**src/rtl/ghostchip_pkg.sv**
```systemverilog
// Shared constants and types for the keypad conditioning path.
// Holds key geometry, the presenter state encoding and the integrator ceiling.
// Also provides the lowest-set-index helper used by the presenter.
package ghostchip_pkg;

  localparam int unsigned KEY_COUNT  = 16;
  localparam int unsigned KEY_CODE_W = 4;
  localparam int unsigned INTEG_W    = 2;

  localparam logic [INTEG_W-1:0] INTEG_MAX = 2'd3;

  typedef logic [KEY_CODE_W-1:0] key_code_t;

  typedef enum logic {
    ST_IDLE    = 1'b0,
    ST_PRESENT = 1'b1
  } pres_state_e;

  // Index of the lowest set bit; 0 when the vector is empty.
  function automatic key_code_t lowest_set(input logic [KEY_COUNT-1:0] v);
    key_code_t idx;
    idx = '0;
    for (int i = KEY_COUNT - 1; i >= 0; i--) begin
      if (v[i]) idx = key_code_t'(i);
    end
    return idx;
  endfunction

endpackage

```
**src/rtl/keypad_integrator.sv**
```systemverilog
// Single-key conditioner: 2-flop synchroniser, 2-bit saturating integrator, debounced level flop.
// Latency: 2 cycles of sync, then the level moves on the tick where the integrator saturates.
// No backpressure: free-running, updates only when tick_i is high.
module keypad_integrator
  import ghostchip_pkg::*;
(
  input  logic clk_i,
  input  logic rst_ni,
  input  logic tick_i,
  input  logic raw_i,
  output logic level_o,
  output logic level_next_o
);

  logic               sync1_q, sync2_q;
  logic [INTEG_W-1:0] integ_q, integ_d;
  logic               level_q, level_d;

  // Two-flop synchroniser for the asynchronous switch level.
  always_ff @(posedge clk_i or negedge rst_ni) begin
    if (!rst_ni) begin
      sync1_q <= 1'b0;
      sync2_q <= 1'b0;
    end else begin
      sync1_q <= raw_i;
      sync2_q <= sync1_q;
    end
  end

  // Integrator steps toward the synced level on each tick; level follows only at the rails.
  always_comb begin
    integ_d = integ_q;
    level_d = level_q;
    if (tick_i) begin
      if (sync2_q) begin
        if (integ_q != INTEG_MAX) integ_d = integ_q + 2'd1;
      end else begin
        if (integ_q != '0) integ_d = integ_q - 2'd1;
      end
      if (integ_d == INTEG_MAX) level_d = 1'b1;
      else if (integ_d == '0) level_d = 1'b0;
    end
  end

  // Integrator and debounced level registers.
  always_ff @(posedge clk_i or negedge rst_ni) begin
    if (!rst_ni) begin
      integ_q <= '0;
      level_q <= 1'b0;
    end else begin
      integ_q <= integ_d;
      level_q <= level_d;
    end
  end

  assign level_o      = level_q;
  assign level_next_o = level_d;

endmodule

```
**src/rtl/keypad_debounce.sv**
```systemverilog
// Debounces the 16-key matrix and presents key events one at a time (lowest index first).
// Latency: press seen on keypad_matrix within 2 + 3*TICK_CYCLES cycles; key_valid one cycle later.
// Backpressure: an event is held on key_valid/key_code until key_ack; other events queue in pending.
// Build option KEYPAD_RELEASE_EVENT_EN: events are raised on debounced release instead of press.
module keypad_debounce
  import ghostchip_pkg::*;
#(
  parameter int unsigned TICK_CYCLES = 1024,
  parameter int unsigned TICK_W      = 10
) (
  input  logic                 clk,
  input  logic                 reset,
  input  logic [KEY_COUNT-1:0] raw_matrix,
  output logic [KEY_COUNT-1:0] keypad_matrix,
  output logic                 key_valid,
  output logic [KEY_CODE_W-1:0] key_code,
  input  logic                 key_ack
);

  localparam logic [TICK_W-1:0] TICK_LAST = TICK_W'(TICK_CYCLES - 1);

  logic [TICK_W-1:0]    tick_cnt_q, tick_cnt_d;
  logic                 tick;
  logic [KEY_COUNT-1:0] level, level_next, evt;
  logic [KEY_COUNT-1:0] pending_q, pending_d, clr;
  pres_state_e          state_q, state_d;
  key_code_t            code_q, code_d;

  assign tick = (tick_cnt_q == TICK_LAST);

  // Free-running sample tick divider.
  always_comb begin
    tick_cnt_d = tick ? '0 : tick_cnt_q + TICK_W'(1);
  end

  // Tick counter register.
  always_ff @(posedge clk or negedge reset) begin
    if (!reset) tick_cnt_q <= '0;
    else        tick_cnt_q <= tick_cnt_d;
  end

  for (genvar k = 0; k < KEY_COUNT; k++) begin : g_key
    keypad_integrator u_integ (
      .clk_i        (clk),
      .rst_ni       (reset),
      .tick_i       (tick),
      .raw_i        (raw_matrix[k]),
      .level_o      (level[k]),
      .level_next_o (level_next[k])
    );
  end

  // Edges are taken from the next level so pending lands on the same edge as keypad_matrix.
`ifdef KEYPAD_RELEASE_EVENT_EN
  assign evt = level & ~level_next;
`else
  assign evt = level_next & ~level;
`endif

  // Presenter: pick the lowest pending key, hold it until acked; a same-cycle set beats the clear.
  always_comb begin
    state_d = state_q;
    code_d  = code_q;
    clr     = '0;
    case (state_q)
      ST_IDLE: begin
        if (|pending_q) begin
          code_d  = lowest_set(pending_q);
          state_d = ST_PRESENT;
        end
      end
      ST_PRESENT: begin
        if (key_ack) begin
          clr[code_q] = 1'b1;
          state_d     = ST_IDLE;
        end
      end
      default: state_d = ST_IDLE;
    endcase
    pending_d = (pending_q & ~clr) | evt;
  end

  // Presenter state, latched code and pending event register.
  always_ff @(posedge clk or negedge reset) begin
    if (!reset) begin
      state_q   <= ST_IDLE;
      code_q    <= '0;
      pending_q <= '0;
    end else begin
      state_q   <= state_d;
      code_q    <= code_d;
      pending_q <= pending_d;
    end
  end

  assign keypad_matrix = level;
  assign key_valid     = (state_q == ST_PRESENT);
  assign key_code      = code_q;

endmodule
```
**config.mk**
```make
export PLATFORM = sky130hd
export DESIGN_NAME = keypad_debounce
export DESIGN_NICKNAME = d
export VERILOG_FILES = /design/src/rtl/ghostchip_pkg.sv /design/src/rtl/keypad_integrator.sv /design/src/rtl/keypad_debounce.sv
export SDC_FILE = /design/constraint.sdc
export NUM_CORES = 1
export LEC_CHECK = 0
export CAP_MARGIN = 30
export CELL_PAD_IN_SITES_DETAIL_PLACEMENT = 1
export CELL_PAD_IN_SITES_GLOBAL_PLACEMENT = 2
export CORE_MARGIN = 10
export CORE_UTILIZATION = 40
export DETAILED_ROUTE_END_ITERATION = 10
export GPL_TIMING_DRIVEN = 1
export PLACE_DENSITY = 0.82
export SLEW_MARGIN = 20
export SYNTH_ARGS = -nofsm -noshare
export SYNTH_HDL_FRONTEND = slang
export SYNTH_SLANG_ARGS = --single-unit
```
**constraint.sdc**
```tcl
create_clock -name clk -period 2.4 [get_ports clk]
set_input_delay 0.48 -clock clk [delete_from_list [all_inputs] [get_ports clk]]
set_output_delay 0.48 -clock clk [all_outputs]
set_load 0.01 [all_outputs]
```
After elaboration in Yosys (flattened, before gate mapping) --
Index checks and enable logic that the tools add are counted.
Operators by class: add/subtract/negate cells 33, multiply operators 0, divide/modulo/power cells 0, $lt $le $gt $ge 2, equality and inequality tests 33, shift operators 0, muxes and demuxes 136, bitwise logic cells 6, reduce and logical (&&, ||, !) cells 35
Operators by type and width (count):
- $mux W2 | 64
- $mux W4 | 16
- $mux W1 | 51
- $add A2 B1 Y2 const B | 16
- $and A16 B16 Y16 | 2
- $eq A2 B2 Y1 const B | 16
- $logic_not A2 Y1 | 16
- $mux W16 | 2
- $ne A2 B2 Y1 const B | 16
- $not A16 Y16 | 2
- $reduce_bool A2 Y1 | 16
- $sub A2 B1 Y2 const B | 16
- $or A16 B16 Y16 | 1
- $reduce_or A16 Y1 | 1
- $add A10 B1 Y10 const B | 1
- $eq A10 B10 Y1 const B | 1
- $mux W10 | 1
- $lt A4 B5 Y1 const B | 1
- $demux W1 S4 | 1
- $ge A4 B1 Y1 const B | 1
- $pmux W1 S2 | 1
- $reduce_and A2 Y1 | 1
- $logic_and A1 B1 Y1 | 1
- $not A1 Y1 | 1
Word-level totals: register bits 111, latch bits 0, RAM bits 0, bits in read-only memories 0, word-level logic and storage cells 313, memories kept 0

Logic depth before layout (Yosys ltp) --
depth after elaboration 16, gate-level depth with buffers 7, gate-level depth less buffers 6

Hierarchy --
From an unflattened synthesis, not the netlist that was laid out.
Second synthesis, totals: cells, all modules 415, area total of the unflattened synthesis 4647.0 um2
By module, submodules not included:
- keypad_integrator | instances 16, cells each 16, area each 198.9 um2
- keypad_debounce | instances 1, cells each 159, area each 1463.9 um2

Least setup slack after synthesis --
Ideal clock, no wire load.
path type flip-flop to flip-flop, start point reg tick_cnt_q[0], end point reg g_key[11].u_integ.integ_q[0], setup time 0.123 ns, arrival time 1.441 ns, data required time 2.277 ns, slack 0.836 ns, cell stages (with the launch flop) 7, path buffers 2, period minus slack after synthesis 1.564 ns, cell sequence dfrtp_1 -> ha_1 -> and2_1 -> and3_1 -> buf_4 -> buf_6 -> o221a_2
On the way: longest elaborated chain between the ends 1
RTL lines:
- from (decl) | RTL line keypad_debounce.sv:22 | logic [TICK_W-1:0] tick_cnt_q, tick_cnt_d;
- from (signal assigned) | RTL line keypad_debounce.sv:39 | else tick_cnt_q <= tick_cnt_d;
- $eq A10 B10 Y1 | RTL line keypad_debounce.sv:29 | assign tick = (tick_cnt_q == TICK_LAST);
- to (signal assigned) | RTL line keypad_integrator.sv:51 | integ_q <= integ_d;
- to (decl) | RTL line keypad_integrator.sv:16 | logic [INTEG_W-1:0] integ_q, integ_d;
No other way between the ends. A chain may end at the register's enable or synchronous reset.

Worst setup path after layout --
start point reg state_q, in the netlist key_valid, end point out key_valid
RTL lines:
- from (decl) | RTL line keypad_debounce.sv:26 | pres_state_e state_q, state_d;
- from (signal assigned) | RTL line keypad_debounce.sv:90 | state_q <= state_d;
- to (decl) | RTL line keypad_debounce.sv:15 | output logic key_valid,
No word-level cell between the ends.

==> qor.csv <==
stage,metric,value,unit
yosys,yosysWarnings,0,
clocking,htreeDepth,3,
cells_and_area,n_antenna_cell,0,
detailed_routing,drc,0,
clocking,cts_hold_buffers,0,
place,portBuffers,39,
clocking,clk_pin_slew,0.07,ns
floorplanning,die_width,127,µm
global_routing,grt_overflow_total,0,
yosys,synth_edf_count,0,
clocking,clkSinkCount,111,
cells_and_area,nNetsFinal,478,
setup_path,crit_type,flip-flop to output port,
setup_path,cp_slowest_cell,clkdlybuf4s50_1,
yosys,syn_inst,433,
setup_path,worstPathRequired,1.92,ns
power,totalPowerFinal,0.00440,W
yosys,yosysUniqueCellTypes,42,
place,gp_congestion,0.775,
yosys,yosysMostFrequentCell,dfrtp_1,
setup_path,cp_max_fo,10,
yosys,ys_seq_area_share,60.4,%
min_path,min_path_type,input pin to asynchronous set/reset pin,
floorplanning,initial_utilization,40.6,%
timing,fin_crit_sh,82.7,%
power,power_density,836,mW/mm²
global_routing,first_global_vias,3423,
timing,tightest_slew,0.674,ns
yosys,synthArstFlopShare,100,%
global_routing,grt_pass1_wl,16900,µm
yosys,netlist_area,0.00460,mm²
floorplanning,design.portCount,40,
clocking,cts_tree,yes,
cells_and_area,fin_util,46.5,%
global_routing,antenna_found_initial,0,
clocking,clockBufferDepth,2,
floorplanning,fp.dieArea,0.0162,mm²
global_routing,grt_max_degree,112,
timing,hold_viol,0,
floorplanning,core_area,0.0113,mm²
yosys,synthFlopType,dfrtp_1,
detailed_routing,ant_nets,0,
yosys,synth_fp_nets,453,
setup_path,critical_path_arrival,1.51,ns
detailed_routing,viasPerCell,5.40,
floorplanning,std_cell_rows,39,
detailed_routing,route.vias.total,3274,
yosys,synth_top_area_cell,dfrtp_1,
run,drv_cap,0,
setup_path,cp_top_family,buffers and inverters,
power,power_leakage,2.18,nW
clocking,cts_root_buf,clkbuf_16,
yosys,ys_seq_elements,111,
global_routing,grtUsageTotal,12.8,%
clocking,cts_setup_buffers,0,
detailed_routing,drt_iter0_markers,158,
setup_path,critPathMaxStageDelay,0.62,ns
clocking,numCtsBuffers,9,
cells_and_area,syn_to_final_growth,14.5,%
cells_and_area,layout-drive-gt1-share,6.05,%
timing,slew_violations,0,
timing,grt_setup_unrepaired,no,
detailed_routing,dr.pass1.iters,4,
power,peakVddDrop,623,µV
clocking,cts-resized-gates,0,
status,status,"complete, no violations",
place,dp.final_hpwl,6760,µm
timing,whs,0.170,ns
timing,slew_headroom,54.6,%
setup_path,cp.buffers_inverters,1,
timing,clock_skew,0.00757,ns
floorplanning,die_y,127,µm
setup_path,cp_cell_sequence,clkdlybuf4s50_1,
timing,setup_violations,0,
timing,fin_crit,1.99,ns
setup_path,start_kind,flip-flop,
yosys,yosysTopAreaCellShare,60.4,%
timing,fmax,504,MHz
yosys,synthTopCellsByCount,"111 x dfrtp_1, 68 x o21ai_0, 48 x a21oi_1",
yosys,syn_avg_cell_area,10.6,µm²
place,dp.cells,590,
detailed_routing,routed_wl,10100,µm
yosys,synth.area.top_cells,"dfrtp_1 60%, o21ai_0 7.4%, a21oi_1 5.2%, nand2_1 3.3%, buf_4 2.8%",
timing,setup_tns,0,ns
cells_and_area,instances_no_fill,606,
clocking,insertion_delay,0.35,ns
setup_path,critPathCaptureType,output port,
detailed_routing,wl_per_cell,16.6,µm
==> per-stage QoR <==
stage | setup slack [ns] | cell area, µm²
after detailed placement | 0.464 | 4990
after floorplan | 0.836 | 4600
final | 0.414 | 5270
after global routing | 0.359 | 5270
after global placement | 0.488 | 4990
after CTS | 0.389 | 5270
==> cell type report <==
type	instances	area, µm²
fillers	1266	6050
flip-flops and latches	111	2780
multi-input cells	274	1530
repair buffers	44	438
clock buffers	12	246
well taps	143	179
inverters	18	67.6
clock inverters	4	31.3
==> sequential cells by signal, indices dropped and copies added, names as in the netlist <==
name / flops
tick_cnt_q: 10
key_code: 4
g_key.u_integ.integ_q: 32
g_key.u_integ.sync1_q: 16
g_key.u_integ.level_o: 16
pending_q: 16
g_key.u_integ.sync2_q: 16
key_valid: 1
==> path summary, 6_finish.rpt <==
| path | startpoint | endpoint | slack (ns) | depth (start not counted) |
|---|---|---|---|---|
| hold reg to reg | g_key[12].u_integ.sync1_q | g_key[12].u_integ.sync2_q | 0.35 | 0 |
| max in group asynchronous | reset | g_key[6].u_integ.level_o | 1.74 | 2 |
| min in group clk | g_key[12].u_integ.sync1_q | g_key[12].u_integ.sync2_q | 0.35 | 0 |
| setup reg to reg | tick_cnt_q[0] | g_key[15].u_integ.level_o | 0.61 | 7 |
| setup / recovery | key_valid | key_valid | 0.41 | 1 |
| hold / removal | reset | g_key[11].u_integ.sync2_q | 0.17 | 2 |
==> layer usage <==
metal | GRT usage, % | share of wire, % | vias up
met5 | 0 | 0 | -
met4 | 4.35 | 1.7 | 0
met3 | 4.55 | 4.3 | 12
met2 | 21.1 | 48 | 38
met1 | 15.2 | 46 | 1649
li1 | - | - | 1575
==> worst reg2reg max path, stage by stage (launching register included) <==
cell and delay (ns):
dfrtp_1 0.40, ha_1 0.24, and2_1 0.20, and3_1 0.16, buf_4 0.21, and2_1 0.22
o21ai_0 0.18, nand2_1 0.07
==> cell usage in the layout (no fill, tap or decap), drive strengths merged, types with 2 or more instances in the layout <==
master / n
nand4: 2
xor2: 3
nand2: 41
or4: 3
nand2b: 5
nand3b: 3
clkinv: 4
dfrtp: 111
nor3: 3
xnor2: 3
o21ai: 69
a31oi: 3
or3: 2
clkdlybuf4s50: 38
buf: 6
o41ai: 2
and3: 16
o211ai: 15
and2: 3
a21oi: 49
clkbuf: 12
inv: 18
o31ai: 15
o22a: 2
nor2: 18
nand3: 5
==> cell families (layout without fill, tap and decap cells) <==
family | Yosys count | after routing | share of synthesized area (%)
flops | 111 | 111 | 60.4
fa+ha+maj | 1 | 1 | 0.272
compound gates | 160 | 160 | 20.0
simple gates | 107 | 107 | 11.8
xor+xnor | 6 | 6 | 1.14
buf+inv | 48 | 78 | 6.42
==> report_power, final <==
group | internal (W) | switching [W]
clock network | 0.000738 | 0.000677
logic | 0.000336 | 0.000342
registers | 0.00207 | 0.000241
No activity file was read; power rests on OpenSTA's default activity.
